## src/rtl/peak_out_pkg.sv

```systemverilog
// Shared types and helpers for the peak stream output block (state enum,
// NO_PEAK constant, packed-pixel slicing).
package peak_out_pkg;

  typedef enum logic {
    IDLE,
    SEND
  } state_t;

  localparam int unsigned SLICE_MAX = 1024;

  // All-ones peak marker for an NP-bit bin index.
  function automatic logic [31:0] no_peak(input int unsigned np);
    return (np >= 32) ? '1 : ((32'd1 << np) - 32'd1);
  endfunction

  // Extract pixel p (NP bits at [p*np +: np]) from a zero-extended packed vector.
  function automatic logic [31:0] pixel_slice(input logic [SLICE_MAX-1:0] vec,
                                              input int unsigned p,
                                              input int unsigned np);
    logic [SLICE_MAX-1:0] sh;
    sh = vec >> (p * np);
    return sh[31:0] & no_peak(np);
  endfunction

endpackage

```

## src/rtl/peak_iir_cell.sv

```systemverilog
// Per-pixel one-tap temporal IIR (rounding average with the previous frame).
// Built only when PEAK_IIR_EN is defined.
`ifdef PEAK_IIR_EN
module peak_iir_cell
  import peak_out_pkg::*;
#(
  parameter int NP = 10
) (
  input  logic          clk,
  input  logic          res,
  input  logic [NP-1:0] new_val,
  input  logic          update,
  output logic [NP-1:0] filt_val
);

  localparam logic [NP-1:0] NO_PEAK_V = NP'(no_peak(NP));

  logic [NP-1:0] hist;
  logic          hist_vld;
  logic [NP:0]   sum;

  // Sum is one bit wider so the rounded average never overflows NP bits.
  always_comb begin
    sum      = {1'b0, hist} + {1'b0, new_val} + (NP+1)'(1);
    filt_val = new_val;
    if (new_val == NO_PEAK_V) begin
      filt_val = NO_PEAK_V;
    end else if (hist_vld) begin
      filt_val = sum[NP:1];
    end
  end

  always_ff @(posedge clk) begin
    if (res) begin
      hist     <= '0;
      hist_vld <= 1'b0;
    end else if (update && (new_val != NO_PEAK_V)) begin
      hist     <= filt_val;
      hist_vld <= 1'b1;
    end
  end

endmodule
`endif

```

## src/rtl/peak_stream_out.sv

```systemverilog
// Captures a completed frame of per-pixel peaks and streams it one pixel per
// handshake. Optional temporal smoothing via macro PEAK_IIR_EN.
module peak_stream_out
  import peak_out_pkg::*;
#(
  parameter int NP     = 10,
  parameter int PIXELS = 3,
  parameter int FCW    = 8
) (
  input  logic                      clk,
  input  logic                      res,
  input  logic                      peakValid,
  input  logic [PIXELS*NP-1:0]      peakResult,
  output logic                      peakBusy,
  output logic                      outValid,
  input  logic                      outReady,
  output logic [NP-1:0]             outData,
  output logic [$clog2(PIXELS)-1:0] outPixel,
  output logic                      outLast,
  output logic [FCW-1:0]            frameCnt,
  output logic                      overrun
);

  localparam int IW = $clog2(PIXELS);
  localparam logic [IW-1:0] LAST_IDX = IW'(PIXELS - 1);

  state_t               state;
  logic [IW-1:0]        idx;
  logic [NP-1:0]        shadow [PIXELS];
  logic [NP-1:0]        cap    [PIXELS];
  logic [SLICE_MAX-1:0] ext;
  logic                 busy;
  logic                 is_last;
  logic                 capture;
  logic                 drop;

  assign ext     = SLICE_MAX'(peakResult);
  assign busy    = (state == SEND);
  assign is_last = (idx == LAST_IDX);
  // A frame arriving on the final handshake is accepted, keeping frames gap-free.
  assign capture = peakValid && (!busy || (outReady && is_last));
  assign drop    = peakValid && busy && !(outReady && is_last);

  for (genvar p = 0; p < PIXELS; p++) begin : g_pix
    logic [NP-1:0] raw;
    assign raw = NP'(pixel_slice(ext, p, NP));
`ifdef PEAK_IIR_EN
    peak_iir_cell #(.NP(NP)) u_iir (
      .clk      (clk),
      .res      (res),
      .new_val  (raw),
      .update   (capture),
      .filt_val (cap[p])
    );
`else
    assign cap[p] = raw;
`endif
  end

  always_ff @(posedge clk) begin
    if (res) begin
      state    <= IDLE;
      idx      <= '0;
      frameCnt <= '0;
      overrun  <= 1'b0;
      for (int unsigned p = 0; p < PIXELS; p++) shadow[p] <= '0;
    end else begin
      if (capture) begin
        for (int unsigned p = 0; p < PIXELS; p++) shadow[p] <= cap[p];
      end
      if (drop) overrun <= 1'b1;
      case (state)
        IDLE: begin
          if (capture) begin
            state <= SEND;
            idx   <= '0;
          end
        end
        SEND: begin
          if (outReady) begin
            if (is_last) begin
              frameCnt <= frameCnt + FCW'(1);
              idx      <= '0;
              if (!capture) state <= IDLE;
            end else begin
              idx <= idx + IW'(1);
            end
          end
        end
      endcase
    end
  end

  assign peakBusy = busy;
  assign outValid = busy;
  assign outData  = busy ? shadow[idx] : '0;
  assign outPixel = idx;
  assign outLast  = busy && is_last;

endmodule
```

## config.mk

```make
export PLATFORM = sky130hd
export DESIGN_NAME = peak_stream_out
export DESIGN_NICKNAME = d
export VERILOG_FILES = /design/src/rtl/peak_out_pkg.sv /design/src/rtl/peak_iir_cell.sv /design/src/rtl/peak_stream_out.sv
export SDC_FILE = /design/constraint.sdc
export NUM_CORES = 1
export LEC_CHECK = 0
export CAP_MARGIN = 20
export CORE_MARGIN = 2
export CORE_UTILIZATION = 50
export DETAILED_ROUTE_END_ITERATION = 8
export HOLD_SLACK_MARGIN = 0.12
export MAX_ROUTING_LAYER = met4
export PLACE_DENSITY = 0.91
export SLEW_MARGIN = 20
export SYNTH_ARGS = -nofsm -noshare
export SYNTH_HDL_FRONTEND = slang
export SYNTH_SLANG_ARGS = --single-unit
```

## constraint.sdc

```tcl
create_clock -name clk -period 2.95 [get_ports clk]
set_clock_uncertainty 0.2 [all_clocks]
set_input_delay 0.4425 -clock clk [delete_from_list [all_inputs] [get_ports clk]]
set_output_delay 0.4425 -clock clk [all_outputs]
set_load 0.005 [all_outputs]
```

==> flow_summary.json, run 1 <==
{
  "outcome": "completed",
  "final.setup.worst_slack_ps": 284.6,
  "grt_pass1_wl_um": 6168,
  "rsz0062_at_grt": "false",
  "cap_viol_max_count": 0,
  "synth_ff_type": "edfxtp_1",
  "synth_cell_types": 30,
  "via_per_inst": 5.223,
  "async_flop_share_pct": 0,
  "port_buffers": 57,
  "antenna_cells": 0,
  "detail_route.wl_per_cell_um": 13.79,
  "fin_crit_sh_pct": 90.35,
  "syn_inst": 172,
  "die-area_um2": 4510,
  "ys_seq_area_share_pct": 59.22,
  "synth-edff-count": 30,
  "dieHeight_um": 67.16,
  "final_cells": 278,
  "synth.most_common_cell": "and2_1",
  "cp_data_required_time_ps": 2310,
  "holdBufCountCts": 0,
  "p_leak_nw": 0.9789,
  "cp-end-kind": "primary output",
  "yosys.area.top_type": "edfxtp_1",
  "peakVddDrop_mv": 0.3111,
  "ys_warn_count": 0,
  "die_w_um": 67.16,
  "grt_max_degree": 31,
  "ctsResizeCount": 0,
  "cts_inserted_buffers": 5,
  "grt_antenna_before_repair": 0,
  "area_growth_pct": 34.50,
  "drc": 0,
  "final_cell_area_um2": 2683,
  "coreArea_um2": 3744,
  "final_nets": 264,
  "clock_sinks": 44,
  "ant_nets": 0,
  "hold_violations": 0,
  "dr.pass1.iters": 4,
  "io_pins": 58,
  "placedCellCount": 270,
  "vias": 1452,
  "syn_area_per_cell_um2": 11.60,
  "cts_max_level": 2,
  "post-cts-setup-buffers": 0,
  "floorplan.initialDensity_pct": 53.28,
  "relSlewSlack_pct": 55.69,
  "wirelength_um": 3834,
  "arrival_ps": 2020,
  "synth.ff_latch_count": 44,
  "clk_pin_slew_ps": 70,
  "worstMarginPinSlew_ps": 663.7,
  "setup_viol": 0,
  "clk_latency_ps": 290,
  "min_path_type": "flip-flop to flip-flop",
  "place.detailed.hpwl_um": 2810,
  "crit_type": "flip-flop to primary output",
  "netlist.area_leader.share_pct": 45.17,
  "whs_ps": 298.6,
  "synth_area_leaders": "edfxtp_1 (45%), dfxtp_1 (14%), and2_1 (13%)",
  "drv_slew": 0,
  "totalNegativeSetupSlack_ps": 0,
  "pre_cts_slack_ps": 550.8,
  "startpoint_type": "flip-flop",
  "layout_min_cycle_time_ps": 2665,
  "grt_pass1_vias": 1348,
  "place.gp.congestion": 0.7769,
  "placed_cell_area_um2": 2601,
  "drive_gt1_share_pct": 6.522,
  "cp_max_fo": 10,
  "timing.fmax_mhz": 375.2,
  "dr.first_iter.drc_count": 78,
  "synth_nets": 207,
  "cts_tree": "yes",
  "clockRootBuffer": "clkbuf_8",
  "placementRows": 22,
  "clk_path_buf_depth": 2,
  "gr-usage-all-layers_pct": 19.54,
  "syn-cell-area_um2": 1994,
  "power_density_nw_per_um2": 446.5,
  "synth_common_cells": "and2_1 (40), edfxtp_1 (30), nand2_1 (15), dfxtp_1 (14), mux2i_1 (12)",
  "grt_overflow": 0
}
[logic make-up after synthesis]
kind of cell,after synthesis,synth area share [%]
buffers and inverters,13,2.886
muxes,13,6.587
and+or+nand+nor,74,22.65
adders and majority gates,1,0.6273
xor gates and xnor gates,1,0.4392
AOI/OAI and AO/OA,26,7.591
DFF,44,59.22
[sequential cells by signal (all words and copies together), names as in the netlist, named ones only]
name,count
shadow,30
outValid,1
frameCnt,8
overrun,1
outPixel,2
[power by group]
part           switching, mW  internal (mW)  leakage (nW)
registers             0.0197          0.696         0.437
logic                 0.0472         0.0831         0.500
clock network          0.186          0.166        0.0422
[critical path, stage by stage, from the launching register on]
cell and delay (ps):
dfxtp_1 700, mux2i_1 330, o21ai_0 100, and2_1 170
clkdlybuf4s50_1 430
[placed cells by master, fill, tap and decap left out]
master / count
mux2_2: 1
nor4_1: 1
a31oi_1: 1
clkdlybuf4s50_1: 57
nand2_1: 15
edfxtp_1: 30
and3b_1: 1
o31ai_1: 4
or3_2: 1
clkbuf_8: 5
dfxtp_1: 14
mux2i_1: 12
inv_1: 3
nor2_1: 5
ha_1: 1
nand4b_1: 1
clkinv_2: 1
and4bb_2: 1
xor2_1: 1
nand4_1: 1
a211oi_2: 1
and2_1: 40
nand3b_2: 1
o21ai_0: 11
a21o_1: 1
nor2b_1: 1
clkbuf_1: 2
nand4b_4: 1
nand3_1: 1
a21oi_1: 8
or4_1: 4
buf_4: 3
[per-stage QoR]
stage | utilization, % | power (mW)
detailed placement | 69.49 | 0.8602
floorplan | - | 0.7774
CTS | 71.66 | 1.203
global route | 71.66 | 1.245
finish | 71.66 | 1.198
global placement | 69.49 | 0.8536
[area by class of cell]
cell class,count,area (um2)
timing repair buffer,60,593.1
sequential,44,1181
fill,262,1061
inverter,3,11.26
multi-input combinational,115,755.7
clock inverter,1,5.005
tap,48,60.06
clock buffer,7,76.32
[final timing paths]
check,slack (ps),end,startpoint,cells past startpoint
setup / recovery,280,outData[9],flip-flop,4
hold / removal,300,frameCnt[5],frameCnt[5],2
setup reg to reg,870,frameCnt[7],outValid,3
hold reg to reg,300,frameCnt[5],frameCnt[5],2
[metal layers]
metal / track usage (%) / wire (um) / part of all wire, % / up-vias
met5: - / 0 / 0 / -
met4: 7.653 / 88 / 2.3 / 0
met3: 6.000 / 210 / 5.5 / 10
met2: 28.59 / 1849 / 48 / 48
met1: 25.61 / 1686 / 44 / 673
li1: - / - / - / 721
Power figures use the tool's default switching activity.
==> run 2: changes to the inputs <==
--- a/config.mk
+++ b/config.mk
@@ -6,12 +6,14 @@
 export NUM_CORES = 1
 export LEC_CHECK = 0
 export CAP_MARGIN = 20
+export CORE_ASPECT_RATIO = 1.4
 export CORE_MARGIN = 2
 export CORE_UTILIZATION = 50
 export DETAILED_ROUTE_END_ITERATION = 8
 export HOLD_SLACK_MARGIN = 0.12
 export MAX_ROUTING_LAYER = met4
 export PLACE_DENSITY = 0.91
+export RECOVER_POWER = 100
 export SLEW_MARGIN = 20
 export SYNTH_ARGS = -nofsm -noshare
 export SYNTH_HDL_FRONTEND = slang
==> flow_summary.json, run 2 (synthesis gave the netlist of run 1 again) <==
{
  "slowest_delay_ps": 720,
  "drv_slew": 0,
  "arrival_ps": 2120,
  "crit_path_end": "outData[5]",
  "die-area_um2": 4517,
  "holdBufCountCts": 0,
  "multiInputGateArea_um2": 732.0,
  "vias": 1429,
  "cts_inserted_buffers": 5,
  "drive_gt1_share_pct": 5.195,
  "nFillCells": 300,
  "busiest_layer": "met2",
  "hold_violations": 0,
  "final_cell_area_um2": 2654,
  "clk_pin_slew_ps": 70,
  "peakVddDrop_mv": 0.3917,
  "cts_tree": "yes",
  "ff_latch_area_um2": 1181,
  "grt_max_degree": 31,
  "detail_route.wl_per_cell_um": 14.78,
  "worstMarginPinSlew_ps": 928.1,
  "p_leak_nw": 0.9839,
  "startpoint_type": "flip-flop",
  "grt_antenna_before_repair": 0,
  "wirelength_um": 4051,
  "grt_overflow": 0,
  "die_w_um": 57.38,
  "relSlewSlack_pct": 38.13,
  "min_path_type": "flip-flop to flip-flop",
  "cp_data_required_time_ps": 2310,
  "layout_min_cycle_time_ps": 2766,
  "rsz0062_at_grt": "false",
  "antenna_cells": 0,
  "mostFrequentLayoutCell": "clkdlybuf4s50_1",
  "ant_nets": 0,
  "ff2ff_setup_slack_ps": 520,
  "dr.pass1.iters": 4,
  "gr-usage-all-layers_pct": 19.49,
  "post-cts-setup-buffers": 0,
  "final_util_pct": 68.31,
  "finalPower_mw": 1.195,
  "final.setup.worst_slack_ps": 184.5,
  "clockRootBuffer": "clkbuf_8",
  "cpMaxStageDelayCell": "dfxtp_1",
  "top_register": "shadow",
  "cp-end-kind": "primary output",
  "ctsResizeCount": 0,
  "setup_viol": 0,
  "cts_max_level": 2,
  "dieHeight_um": 78.73,
  "reg2reg_to": "frameCnt[7]",
  "fin_crit_sh_pct": 93.75,
  "path_cells": "mux2i_1 > o21ai_0 > and2_0 > clkdlybuf4s50_1",
  "r2r_cells": 4,
  "floorplan.initialDensity_pct": 51.34,
  "clk_path_buf_depth": 2,
  "outcome": "completed",
  "grtUsageMet3_pct": 4.723,
  "timing.fmax_mhz": 361.6,
  "port_buffers": 57,
  "place.gp.congestion": 0.8841,
  "reg2reg_from": "outValid",
  "grt_use_met2_pct": 33.07,
  "crit_type": "flip-flop to primary output",
  "area_growth_pct": 33.06,
  "placed_cell_area_um2": 2603,
  "placementRows": 27,
  "place.detailed.hpwl_um": 3008,
  "pre_cts_slack_ps": 539.0,
  "most-common-layout-cells": "clkdlybuf4s50_1 (37), edfxtp_1 (30), and2_0 (26)",
  "final_nets": 265,
  "totalNegativeSetupSlack_ps": 0,
  "via_per_inst": 5.215,
  "clk_latency_ps": 290,
  "coreArea_um2": 3885,
  "clock_sinks": 44,
  "grt_pass1_vias": 1362,
  "cap_viol_max_count": 0,
  "cp_max_fo": 10,
  "largest_reg_flops": 30,
  "io_pins": 58,
  "power_density_nw_per_um2": 450.5,
  "dr.first_iter.drc_count": 44,
  "grt_pass1_wl_um": 6320,
  "drc": 0,
  "grt_use_met1_pct": 20.89
}
## run 2: changes by cell type in the layout (fill, tap and decap cells not counted), sizes merged
cell | previous run | this run
clkdlybuf4s50 | 57 | 37
dlygate4sd3 | 0 | 20
clkbuf | 7 | 9
clkinvlp | 0 | 1
buf | 3 | 1
## run 2: cell type report
type                    count  area share, %
well taps                  43          2.027
multi-input cells         115          27.58
repair buffers             61          22.25
clock inverters             2         0.4715
flip-flops and latches     44          44.51
inverters                   3         0.4243
clock buffers               6          2.735
## run 2: worst min-delay path by stage
stage | from | depth (start not counted) | endpoint
floorplan | overrun | 2 | overrun
global placement | overrun | 2 | overrun
detailed placement | overrun | 2 | overrun
CTS | overrun | 2 | overrun
global route | overrun | 2 | overrun
finish | overrun | 2 | overrun
## run 2: per-layer routing
| layer | wire (um) | up-vias |
|---|---|---|
| li1 | - | 719 |
| met1 | 1491 | 651 |
| met2 | 2174 | 52 |
| met3 | 272 | 7 |
| met4 | 113 | 0 |
| met5 | 0 | - |
## run 2: where the power goes
part | switching [mW] | leakage (nW) | internal, mW | total (mW)
sequential | 0.0184 | 0.437 | 0.696 | 0.715
combinational | 0.0482 | 0.506 | 0.0774 | 0.126
clock | 0.190 | 0.0412 | 0.165 | 0.355
## run 2: critical path, delay by kind of cell, from the launching register on
kind | cells | cell delay, ps
DFF | 1 | 720
and+or+nand+nor | 1 | 190
buffers and inverters | 1 | 460
muxes | 1 | 340
AOI/OAI and AO/OA | 1 | 120
## run 2: through the flow
| step | cells | hold slack, ps |
|---|---|---|
| 3_5_place_dp | 266 | 279.0 |
| 5_1_grt | 274 | 299.1 |
| 6_report | 274 | 284.9 |
| 2_1_floorplan | 172 | 260.5 |
| 3_3_place_gp | 266 | 262.7 |
| 4_1_cts | 274 | 296.7 |
